### src/rtl/mgc_out_fifo_wait_edge_core_pkg.sv
// Shared constants and helpers for the edge-detect output FIFO.
// Pointer wrap and occupancy width live here so top and bench agree.
package mgc_out_fifo_wait_edge_core_pkg;

    localparam int DEF_WIDTH   = 8;
    localparam int DEF_FIFO_SZ = 8;
    localparam int DEF_PH_LOG2 = 3;

    // Occupancy needs one extra bit to hold the full value.
    function automatic int occ_width(input int ph_log2);
        return ph_log2 + 1;
    endfunction

    // Advance a pointer, wrapping after depth-1 (depth need not be 2^n).
    function automatic int unsigned next_ptr(
        input int unsigned ptr,
        input int unsigned depth
    );
        return (ptr + 1 >= depth) ? 0 : ptr + 1;
    endfunction

endpackage

### src/rtl/mgc_out_fifo_wait_edge_core_edge_fifo_ram.sv
// Register-array storage for the output FIFO.
// Synchronous write, asynchronous (show-ahead) read; contents never reset.
module edge_fifo_ram #(
    parameter int width = 8,
    parameter int depth = 8,
    parameter int aw    = 3
) (
    input  logic             clk,
    input  logic             we,
    input  logic [aw-1:0]    waddr,
    input  logic [width-1:0] wdata,
    input  logic [aw-1:0]    raddr,
    output logic [width-1:0] rdata
);

    logic [width-1:0] mem_q [0:depth-1];

    // Store the incoming word on a qualified write strobe.
    always_ff @(posedge clk) begin
        if (we) begin
            mem_q[waddr] <= wdata;
        end
    end

    assign rdata = mem_q[raddr];

endmodule

### src/rtl/mgc_out_fifo_wait_edge_core.sv
// Output-side show-ahead FIFO between the design core and the wait channel.
// fifo_sz=0 collapses to a purely combinational pass-through.
module mgc_out_fifo_wait_edge_core
    import mgc_out_fifo_wait_edge_core_pkg::*;
#(
    parameter int rscid   = 0,
    parameter int width   = DEF_WIDTH,
    parameter int fifo_sz = DEF_FIFO_SZ,
    parameter int ph_log2 = DEF_PH_LOG2
) (
    input  logic               clk,
    input  logic               arst,
    input  logic               en,
    input  logic               ld,
    output logic               vd,
    input  logic [width-1:0]   d,
    output logic               lz,
    input  logic               vz,
    output logic [width-1:0]   z,
    output logic [ph_log2:0]   size
);

    localparam int unused_rscid = rscid;

    generate
        if (fifo_sz == 0) begin : g_pass

            logic unused_pass;
            assign unused_pass = ^{clk, arst, en};

            assign z    = d;
            assign lz   = ld;
            assign vd   = vz;
            assign size = '0;

        end else begin : g_fifo

            localparam int CW = occ_width(ph_log2);

            typedef logic [ph_log2-1:0] ptr_t;
            typedef logic [CW-1:0]      cnt_t;

            localparam cnt_t FULL = cnt_t'(fifo_sz);
            localparam cnt_t ONE  = cnt_t'(1);

            ptr_t wr_ptr_q, wr_ptr_d;
            ptr_t rd_ptr_q, rd_ptr_d;
            cnt_t count_q, count_d;
            logic wr_en, rd_en;
            logic [width-1:0] rdata;

            // Qualify handshakes from held state and compute next pointers/count.
            always_comb begin
                wr_en    = en && ld && (count_q != FULL);
                rd_en    = en && vz && (count_q != '0);
                wr_ptr_d = wr_ptr_q;
                rd_ptr_d = rd_ptr_q;
                count_d  = count_q;
                if (wr_en) begin
                    wr_ptr_d = ptr_t'(next_ptr(32'(wr_ptr_q), fifo_sz));
                end
                if (rd_en) begin
                    rd_ptr_d = ptr_t'(next_ptr(32'(rd_ptr_q), fifo_sz));
                end
                if (wr_en && !rd_en) begin
                    count_d = count_q + ONE;
                end else if (!wr_en && rd_en) begin
                    count_d = count_q - ONE;
                end
            end

            // Pointer and occupancy registers; reset empties the FIFO at once.
            always_ff @(posedge clk or posedge arst) begin
                if (arst) begin
                    wr_ptr_q <= '0;
                    rd_ptr_q <= '0;
                    count_q  <= '0;
                end else begin
                    wr_ptr_q <= wr_ptr_d;
                    rd_ptr_q <= rd_ptr_d;
                    count_q  <= count_d;
                end
            end

            edge_fifo_ram #(
                .width (width),
                .depth (fifo_sz),
                .aw    (ph_log2)
            ) u_ram (
                .clk   (clk),
                .we    (wr_en),
                .waddr (wr_ptr_q),
                .wdata (d),
                .raddr (rd_ptr_q),
                .rdata (rdata)
            );

            assign vd   = (count_q != FULL);
            assign lz   = (count_q != '0);
            assign z    = lz ? rdata : '0;
            assign size = count_q;

        end
    endgenerate

endmodule

### config.mk
export PLATFORM = sky130hd
export DESIGN_NAME = mgc_out_fifo_wait_edge_core
export DESIGN_NICKNAME = d
export VERILOG_FILES = /design/src/rtl/mgc_out_fifo_wait_edge_core_pkg.sv /design/src/rtl/mgc_out_fifo_wait_edge_core_edge_fifo_ram.sv /design/src/rtl/mgc_out_fifo_wait_edge_core.sv
export SDC_FILE = /design/constraint.sdc
export NUM_CORES = 1
export LEC_CHECK = 0
export ABC_AREA = 1
export CAP_MARGIN = 20
export CORE_ASPECT_RATIO = 0.8
export CORE_MARGIN = 2
export CORE_UTILIZATION = 50
export DETAILED_ROUTE_END_ITERATION = 8
export PLACE_DENSITY = 0.79
export SLEW_MARGIN = 20
export SYNTH_ARGS = -nofsm -noshare
export SYNTH_HDL_FRONTEND = slang
export SYNTH_HIERARCHICAL = 1
export SYNTH_SLANG_ARGS = --single-unit
### constraint.sdc
create_clock -name clk -period 2.23 [get_ports clk]
set_input_delay 0.446 -clock clk [delete_from_list [all_inputs] [get_ports clk]]
set_output_delay 0.446 -clock clk [all_outputs]
set_load 0.05 [all_outputs]
Yosys cells after proc, flatten, opt, wreduce, memory -nomap -nowiden
Memory sizes are Yosys's and may differ from the RTL's.
Index checks and enable logic that the tools add are counted.
{"block": "word_totals", "register_bits": 10, "latch_bits": 0, "ramBits": 64, "mem_bits_ro": 0, "in_bits": 13, "output_inout_bits": 14, "elab_cells": 28, "memories": 1}
{"name": "g_fifo.u_ram.mem_q", "depth": 8, "word_bits": 8, "read_ports": 1, "rd_ports_with_merged_regs": 0, "wr": 1, "line": "mgc_out_fifo_wait_edge_core_edge_fifo_ram.sv:16", "rtl": "logic [width-1:0] mem_q [0:depth-1];"}
{"block": "op_classes", "addsub": 4, "mul": 0, "n_div": 0, "n_lt_le_gt_ge": 2, "eq_ne": 1, "shifts": 0, "mux": 7, "bitwise_logic": 0, "n_reduce_logical": 10}
{"operator": "adder 3 x 1 -> 4 bit, second input constant", "n": 2}
{"operator": "greater-or-equal comparator 4 bit, second input constant", "n": 2}
{"operator": "two-way mux 4 bit", "n": 2}
{"operator": "two-way mux 8 bit", "n": 1}
{"operator": "logical AND 1 bit", "n": 6}
{"operator": "two-way mux 3 bit", "n": 2}
{"operator": "adder 4 x 1 -> 4 bit, second input constant", "n": 1}
{"operator": "inequality test 4 bit, second input constant", "n": 1}
{"operator": "nonzero test 4 bit", "n": 1}
{"operator": "subtractor 4 x 1 -> 4 bit, second input constant", "n": 1}
{"operator": "zero test 1 bit", "n": 2}
{"operator": "two-way mux 1 bit", "n": 2}
{"operator": "nonzero test 2 bit", "n": 1}

Depth between registers and ports, before layout
Gate-level depths: netlist of run 1.
{"block": "depth", "ltp_word": 6, "ltp_mapped": 14}

Modules after synthesis
The synthesis of run 1 kept the hierarchy.
{"mod": "edge_fifo_ram", "instances": 1, "cells_per_inst": 295, "area_each_um2": 2890.3, "seq_area_each_um2": 1921.8}
{"mod": "mgc_out_fifo_wait_edge_core", "instances": 1, "cells_per_inst": 90, "area_each_um2": 676.9, "seq_area_each_um2": 250.2}

Worst setup path before layout of run 1
Ideal clock, no wire load.
{"block": "synth_path", "kind": "flip-flop to flip-flop", "start": "register g_fifo.count_q[0] (netlist: size[0])", "end": "register g_fifo.count_q[3] (netlist: size[3])", "setup_time_ns": 0.118, "t_arrival_ns": 2.400, "required_time_ns": 2.112, "path_slack_ns": -0.288, "path_stages_with_launch": 13, "n_path_buf": 0, "synth_period_minus_slack_ns": 2.518, "cell_sequence": "dfrtp_1 nor2_2 nand3_2 nand3_2 inv_2 ha_1 inv_1 ha_1 or2_1 nand3_1 nand2_1 nand2_1 nand2_1"}
{"block": "synth_via", "elab_chain_cells": 5}
{"item": "start: declaration", "line": "mgc_out_fifo_wait_edge_core.sv:48", "rtl": "cnt_t count_q, count_d;"}
{"item": "start signal: assignment", "line": "mgc_out_fifo_wait_edge_core.sv:81", "rtl": "count_q <= count_d;"}
{"item": "inequality test 4 bit (*)"}
{"item": "via vd", "line": "mgc_out_fifo_wait_edge_core.sv:15", "rtl": "output logic vd,"}
{"item": "logical AND 1 bit (*)", "line": "mgc_out_fifo_wait_edge_core.sv:54", "rtl": "wr_en = en && ld && (count_q != FULL);"}
{"item": "via g_fifo.wr_en", "line": "mgc_out_fifo_wait_edge_core.sv:49", "rtl": "logic wr_en, rd_en;"}
{"item": "zero test 1 bit", "line": "mgc_out_fifo_wait_edge_core.sv:67", "rtl": "end else if (!wr_en && rd_en) begin"}
{"item": "logical AND 1 bit", "line": "mgc_out_fifo_wait_edge_core.sv:67"}
{"item": "nonzero test 2 bit (no line)"}
The timed path passes the listed nets; every way through them passes the cells marked *. The select of a mux whose other input is x is not followed.
A chain may end at the register's enable or synchronous reset.

Worst setup path after layout of run 1
{"block": "layout_path", "start": "register g_fifo.count_q[3] (netlist: size[3])", "end": "output size[3]"}
{"item": "end: declaration", "line": "mgc_out_fifo_wait_edge_core.sv:20", "rtl": "output logic [ph_log2:0] size"}
No word-level cell between the ends.

==> reports/summary.txt, run 1 <==
# rows: 27
count of input and output buffers: 26
largest net degree at the start of global routing: 33
Total Power: 0.006409 W
Final Skew: 0.006543 ns
Power Dens Cells: 1456 mW/mm²
# nets final: 455
antenna-violating nets left: 0
post-synthesis async set-or-reset flop share: 13.51%
via count: 2519
worst r2r src: size[1]$_DFFE_PP0P_
Final setup violation count: 0
top_reg_cell synth: edfxtp_1
filler instances: 564
Clock Tree Buf Depth: 2
ratio of cells with drive above 1 in the final layout: 15.65%
Worst setup EP type: output pin
CTS Root Cell: clkbuf_8
Critical Path Start: size[3]$_DFFE_PP0P_
drt total wl: 7.243 mm
Cells after Synth: 385
Peak VDD IR: 0.8810 mV
Starting Density: 51.76%
register area share after synthesis: 60.89%
Mapped Nets: 404
Hold WC Path Type: primary input to asynchronous set/reset pin
slew at the pin closest to its max-slew limit: 0.5013 ns
first-pass GRT wire length: 11.79 mm
Buf+Inv Stages, Crit Path: 1
GRT Total Usage: 20.23%
fin area: 0.004400 mm²
DIE HEIGHT: 79.55 µm
GR Overflow Total: 0
DR WL/cell: 13.72 µm
slowest cell delay on critical path: 0.86 ns
crit-path cells: clkdlybuf4s50_1
WS Path Type: flip-flop to output pin
library cells used by synthesis: 23
CP required: 1.78 ns
Tmin final: 2.171 ns
clock latency on the worst-skew pair: 0.35 ns
period utilisation layout: 97.37%
die area: 0.007830 mm²
#FFs+latches synth: 74
Post-synth EDFFs: 64
CP delay by family, top: buffers and inverters
Mean Syn Cell Area: 9.265 µm²
DRT iter0 DRCs: 132
vias per cell: 4.771
crit path DAT: 1.73 ns
outcome: finished, final reports clean
path depth of the worst reg2reg path: 9
CTS tree: done
yosys warns: 6
Num Clock Sinks: 74
hold-fix buffers at CTS: 0
Placer Congestion: 0.8069
mapped cell area: 0.003567 mm²
placed cell areas: 0.004105 mm²
Max Slew Vio Count: 0
reg2reg setup slack: 0.25 ns
CP Launch Type: flip-flop
antenna fix cells: 0
Slew headroom: 66.47%
post-DP HPWL: 4.632 mm
TritonCTS Buffers: 9
Post-route DRC: 0
Fin Hold WS: 0.3675 ns
vias in the first global route: 2467
worst setup path endpoint: size[3]
Slowest cell on crit path: clkdlybuf4s50_1
Max-cap violations: 0
Layout area overhead: 23.36%
initial antenna violation count: 0
CP Depth: 1
I/O pin count: 27
Final Hold Fails: 0
core box area: 0.006892 mm²
unrepaired setup endpoints after global routing: yes
Worst-path clk slew: 0.08 ns
H-tree level count: 3
FF-to-FF End: size[2]$_DFFE_PP0P_
fmax: 460.6 MHz
Pre-Repair DR Iteration Count: 4
die width: 98.44 µm
Worst Path Max Fanout: 6
Lkg Pwr: 2.082 nW
## per-layer routing
layer | vias to the layer above | share of wire (%) | routed length [µm] | GRT usage [%]
met5 | - | 0 | 0 | 0
met4 | 0 | 1.5 | 111 | 5.753
met3 | 11 | 6.7 | 487 | 6.480
met2 | 80 | 47 | 3422 | 34.56
met1 | 1151 | 44 | 3222 | 24.94
li1 | 1277 | - | - | -
## registers in the layout, summed over array words and instances (netlist names)
register / flops
size: 4
g_fifo.wr_ptr_q: 3
g_fifo.u_ram/mem_q: 64
g_fifo.rd_ptr_q: 3
## cell usage after synthesis (2+ instances only)
master | number | area share (%)
inv_1 | 85 | 8.9
edfxtp_1 | 64 | 54
inv_2 | 2 | 0.21
nor2_1 | 17 | 1.8
o21ai_0 | 3 | 0.42
nand2_1 | 137 | 14
ha_1 | 5 | 1.8
xnor2_1 | 3 | 0.74
nor2_2 | 3 | 0.53
buf_2 | 2 | 0.28
dfrtp_1 | 10 | 7.0
nand3_2 | 2 | 0.56
buf_4 | 3 | 0.63
buf_6 | 6 | 1.9
nand3_1 | 35 | 4.9
## timing repair
item / in CTS / in global routing
setup buffers: 0 / 1
setup endpoints to repair: 5 / 8
resized for setup: 2 / 15
endpoints found under the hold margin: 0 / 0
pin swaps: 0 / 2
## through the flow
stage / cells / setup TNS [ns] / util (%) / setup slack [ns]
floorplan: 385 / -1.544 / - / -0.1721
global placement: 511 / 0 / 59.57 / 0.01617
detailed placement: 511 / -0.03544 / 59.57 / -0.03544
CTS: 527 / -0.03762 / 62.93 / -0.01982
global route: 528 / -0.1810 / 63.85 / -0.04639
finish: 528 / 0 / 63.85 / 0.05868
## final cells by class
| cell class | count | area [µm²] | area share (%) |
|---|---|---|---|
| inverter | 88 | 339.1 | 7.705 |
| clock buffer | 11 | 131.4 | 2.985 |
| sequential | 74 | 2175 | 49.42 |
| timing repair buffer | 51 | 549.3 | 12.48 |
| multi-input combinational | 212 | 994.7 | 22.60 |
| tap | 87 | 108.9 | 2.474 |
| clock inverter | 5 | 102.6 | 2.332 |
## how the worst min path moves through the flow
| stage | startpoint | end | slack, ns | cells past startpoint |
|---|---|---|---|---|
| floorplan | arst | g_fifo.rd_ptr_q[0]$_DFFE_PP0P_ | 0.29 | 1 |
| global placement | size[0]$_DFFE_PP0P_ | size[0]$_DFFE_PP0P_ | 0.53 | 1 |
| detailed placement | size[0]$_DFFE_PP0P_ | size[0]$_DFFE_PP0P_ | 0.54 | 1 |
| CTS | arst | g_fifo.wr_ptr_q[1]$_DFFE_PP0P_ | 0.38 | 2 |
| global route | arst | g_fifo.wr_ptr_q[1]$_DFFE_PP0P_ | 0.38 | 2 |
| finish | arst | g_fifo.wr_ptr_q[1]$_DFFE_PP0P_ | 0.37 | 2 |
## logic make-up (layout without fill, tap and decap cells)
family                   count (synthesis)  after routing  synth area share, %
XOR/XNOR                                 4              4               0.9823
buffers and inverters                   99            155                12.14
AO/OA/AOI/OAI                            5              5               0.8065
AND/OR/NAND/NOR                        197            197                22.87
flip-flops                              74             74                60.89
adder cells (fa/ha/maj)                  6              6                2.315
## cell usage in the layout, fill, tap and decap left out, drive strengths merged
cell,Yosys,final
or2,1,1
xor2,1,1
clkdlybuf4s50,0,16
inv,88,87
fa,1,1
bufinv,0,3
ha,5,5
dlygate4sd2,0,2
nand3,37,37
clkinv,0,1
nor2,20,20
clkinvlp,0,2
a21oi,1,1
buf,11,33
clkbuf,0,11
nand2,139,139
xnor2,3,3
dfrtp,10,10
o21ai,4,4
edfxtp,64,64
## report_power, final
group | switching (W) | internal, W
clock network | 0.000490 | 0.000742
logic | 0.00200 | 0.00133
registers | 0.000165 | 0.00168
total | 0.00266 | 0.00375
Power figures use the tool's default switching activity.
==> run 2, diff against run 1 <==
- ABC_CLOCK_PERIOD_IN_PS: default -> 2230
==> results of run 2 <==
The final DEF is identical to that of run 1; final timing and power are the same.
==> run 3, diff against run 2 <==
- ABC_AREA: 1 -> 0
==> run 3 against run 2 <==
Against the previous run: the run now ends with negative setup slack left; final cell count shrank 38%; clock skew is 0.0010 ns higher; final area is 6.5% lower; core utilization rose by 1.7 points; synthesized cell count fell by 56%; non-clock buffer count is 13 higher; die area decreased by 9.7%; largest cell class unchanged.
==> reports/summary.txt, run 3 <==
fmax: 408.9 MHz (-11%)
Mapped Nets: 189 (-53%)
CP Launch Type: flip-flop
slew at the pin closest to its max-slew limit: 0.6170 ns (+0.1156 ns)
Comb power frac: 52.2% (+0.2 points)
first-pass GRT wire length: 9.446 mm (-20%)
outcome: complete, but fails checks
clock latency on the worst-skew pair: 0.35 ns (about the same)
Sw Share: 35.77% (-5.7 points)
Final setup violation count: 10 (+10)
P_sw: 0.002133 W (-20%)
drt total wl: 6.091 mm (-16%)
Worst setup EP type: output pin
CP required: 1.78 ns (about the same)
Lkg Pwr: 1.497 nW (-28%)
Worst-path clk slew: 0.07 ns (about the same)
Peak VDD IR: 0.9057 mV (+2.8%)
Clock Tree Buf Depth: 2 (unchanged)
Largest Register: g_fifo.u_ram/mem_q
initial antenna violation count: 0 (unchanged)
most common cell after layout, fill and taps aside: edfxtp_1
CTS Root Cell: clkbuf_8
mapped cell area: 0.003206 mm² (-10%)
Buf+Inv Stages, Crit Path: 2 (+1)
antenna-violating nets left: 0 (unchanged)
Starting Density: 51.06% (-0.70 points)
Post-route DRC: 0 (unchanged)
CTS tree: done
library cells used by synthesis: 37 (+61%)
Final Hold Fails: 0 (unchanged)
crit-path cells: buf_12, mux4_2, mux2_4, and2_4, buf_8
count of input and output buffers: 26 (unchanged)
met2 wire length: 3.029 mm (-11%)
Commonest cells post-synth: edfxtp_1 (64), mux4_1 (15), dfrtp_1 (10), mux2_2 (10), and2_1 (8)
Power Dens Cells: 1448 mW/mm² (-0.55%)
flip-flop count of the largest register after layout: 64 (unchanged)
period utilisation layout: 109.7% (+12 points)
# nets final: 256 (-44%)
sequential power share: 31.6% (+2.8 points)
worst r2r src: size[0]$_DFFE_PP0P_
Int Power: 0.003829 W (+2.1%)
reg2reg setup slack: -0.07 ns (-0.32 ns)
# rows: 26 (-3.7%)
clock power share: 16.2% (-3.0 points)
max layer used: met4
core box area: 0.006279 mm² (-8.9%)
Mean Syn Cell Area: 18.86 µm² (+100%)
register area share after synthesis: 67.76% (+6.9 points)
DR WL/cell: 18.68 µm (+36%)
via count: 1737 (-31%)
fin area: 0.004116 mm² (-6.5%)
Setup TNS: -1.617 ns (-1.617 ns)
Post-synth EDFFs: 64 (unchanged)
Max-cap violations: 0 (unchanged)
Max Slew Vio Count: 0 (unchanged)
Fin Hold WS: 0.3790 ns (+0.01147 ns)
path depth of the worst reg2reg path: 8 (-1)
Placer Congestion: 0.8779 (+8.8%)
hold-fix buffers at CTS: 0 (unchanged)
I/O pin count: 27 (unchanged)
top_reg_cell synth: edfxtp_1
most frequent cells in the layout: edfxtp_1 (64), buf_4 (35), mux4_2 (16)
H-tree level count: 3 (unchanged)
antenna fix cells: 0 (unchanged)
unrepaired setup endpoints after global routing: yes
slowest cell delay on critical path: 0.52 ns (-0.34 ns)
placed cell areas: 0.003804 mm² (-7.3%)
crit path DAT: 2.00 ns (+0.27 ns)
Pre-Repair DR Iteration Count: 4 (unchanged)
Layout area overhead: 28.42%
Slew headroom: 58.87% (-7.6 points)
post-DP HPWL: 4.086 mm (-12%)
GRT Total Usage: 19.37% (-0.86 points)
die width: 93.52 µm (-5.0%)
DRT iter0 DRCs: 103 (-22%)
failing checks: negative setup slack
largest net degree at the start of global routing: 13 (-61%)
Cells after Synth: 170 (-56%)
vias in the first global route: 1780 (-28%)
yosys warns: 6 (unchanged)
routed length on met1: 2.763 mm (-14%)
Num Clock Sinks: 74 (unchanged)
count leader, synth: edfxtp_1
TritonCTS Buffers: 9 (unchanged)
setup ws final: -0.2154 ns (-0.2741 ns)
largest cells by area after synthesis: edfxtp_1 (60%), mux4_1 (12%), dfrtp_1 (7.8%)
#FFs+latches synth: 74 (unchanged)
met3 WL: 243 µm (-50%)
Final Skew: 0.007579 ns (+0.001036 ns)
Slowest cell on crit path: mux4_2
Yosys top cell area share: 59.95% (+6.1 points)
die area: 0.007072 mm² (-9.7%)
FF-to-FF End: size[3]$_DFFE_PP0P_
vias per cell: 5.328 (+12%)
Hold WC Path Type: primary input to asynchronous set/reset pin
DIE HEIGHT: 75.62 µm (-4.9%)
WS Path Type: flip-flop to output pin
cell taking the most area after synthesis: edfxtp_1
Tmin final: 2.445 ns (+0.2741 ns)
ratio of cells with drive above 1 in the final layout: 46.69% (+31 points)
Worst Path Max Fanout: 8 (+2)
post-synthesis async set-or-reset flop share: 13.51% (unchanged)
CP delay by family, top: multiplexers
GR Overflow Total: 0 (unchanged)
==> run 3: cell count changes in the layout (fill, tap and decap cells not counted), sizes merged, moves of 3 or more <==
cell    before  now
and2         0    8
buf         33   48
inv         87    4
mux2         0   11
mux4         0   16
nand2      139    4
nand2b       0    3
nand3       37    3
nor2        20    6
nor3         0    3
o21ai        4    1
==> run 3: layer usage <==
metal	vias up	GRT usage, %
met1	871	25.61
li1	810	-
met2	49	31.02
met3	7	7.122
met4	0	5.392
met5	-	0
==> run 3: logic make-up after synthesis <==
group | synth area share, %
mux | 17.29
fa+ha+maj | 2.576
compound gates | 2.927
xor+xnor | 1.093
simple gates | 5.932
flops | 67.76
buf+inv | 2.420
==> run 3: area by class of cell <==
class                      count  area [µm²]
sequential                    74        2178
fill                         445        2162
multi-input combinational     84        1018
timing repair buffer          64       610.6
clock buffer                  11       131.4
tap                           84       105.1
clock inverter                 5       55.05
inverter                       4       17.52
==> run 3: how the worst max path moves through the flow <==
stage,end,start,slack [ns],depth (start not counted)
after detailed placement,size[3]$_DFFE_PP0P_,en,-0.25,8
after floorplan,size[3]$_DFFE_PP0P_,size[0]$_DFFE_PP0P_,-0.56,9
final,z[0],g_fifo.rd_ptr_q[0]$_DFFE_PP0P_,-0.22,5
after CTS,z[0],g_fifo.rd_ptr_q[0]$_DFFE_PP0P_,-0.23,5
after global placement,size[3]$_DFFE_PP0P_,en,-0.20,8
after global routing,z[0],g_fifo.rd_ptr_q[0]$_DFFE_PP0P_,-0.26,5
==> run 3: power by group through the flow <==
stage / Sequential [W] / Clock, W / Combinational, W
finish: 0.00188 / 0.000967 / 0.00311
global route: 0.00191 / 0.00105 / 0.00328
CTS: 0.00189 / 0.000991 / 0.00306
detailed placement: 0.00190 / 0 / 0.00255
global placement: 0.00189 / 0 / 0.00250
floorplan: 0.00199 / 0 / 0.00166
==> run 3: what timing repair did <==
action | CTS | global route
pin swaps | 9 | 4
endpoints found under the hold margin | 0 | 0
setup buffers | 3 | 1
resized for setup | 53 | 7
endpoints found under the setup margin | 10 | 12
==> run 3: stage by stage <==
stage                     setup WS (ns)  utilization [%]  total power, W  std cells
after global routing            -0.2648            65.56        0.006242        326
after CTS                       -0.2325            65.15        0.005937        325
after floorplan                 -0.5589                -        0.003658        170
after detailed placement        -0.2543            60.58        0.004444        306
final                           -0.2154            65.56        0.005962        326
after global placement          -0.2020            60.58        0.004383        306
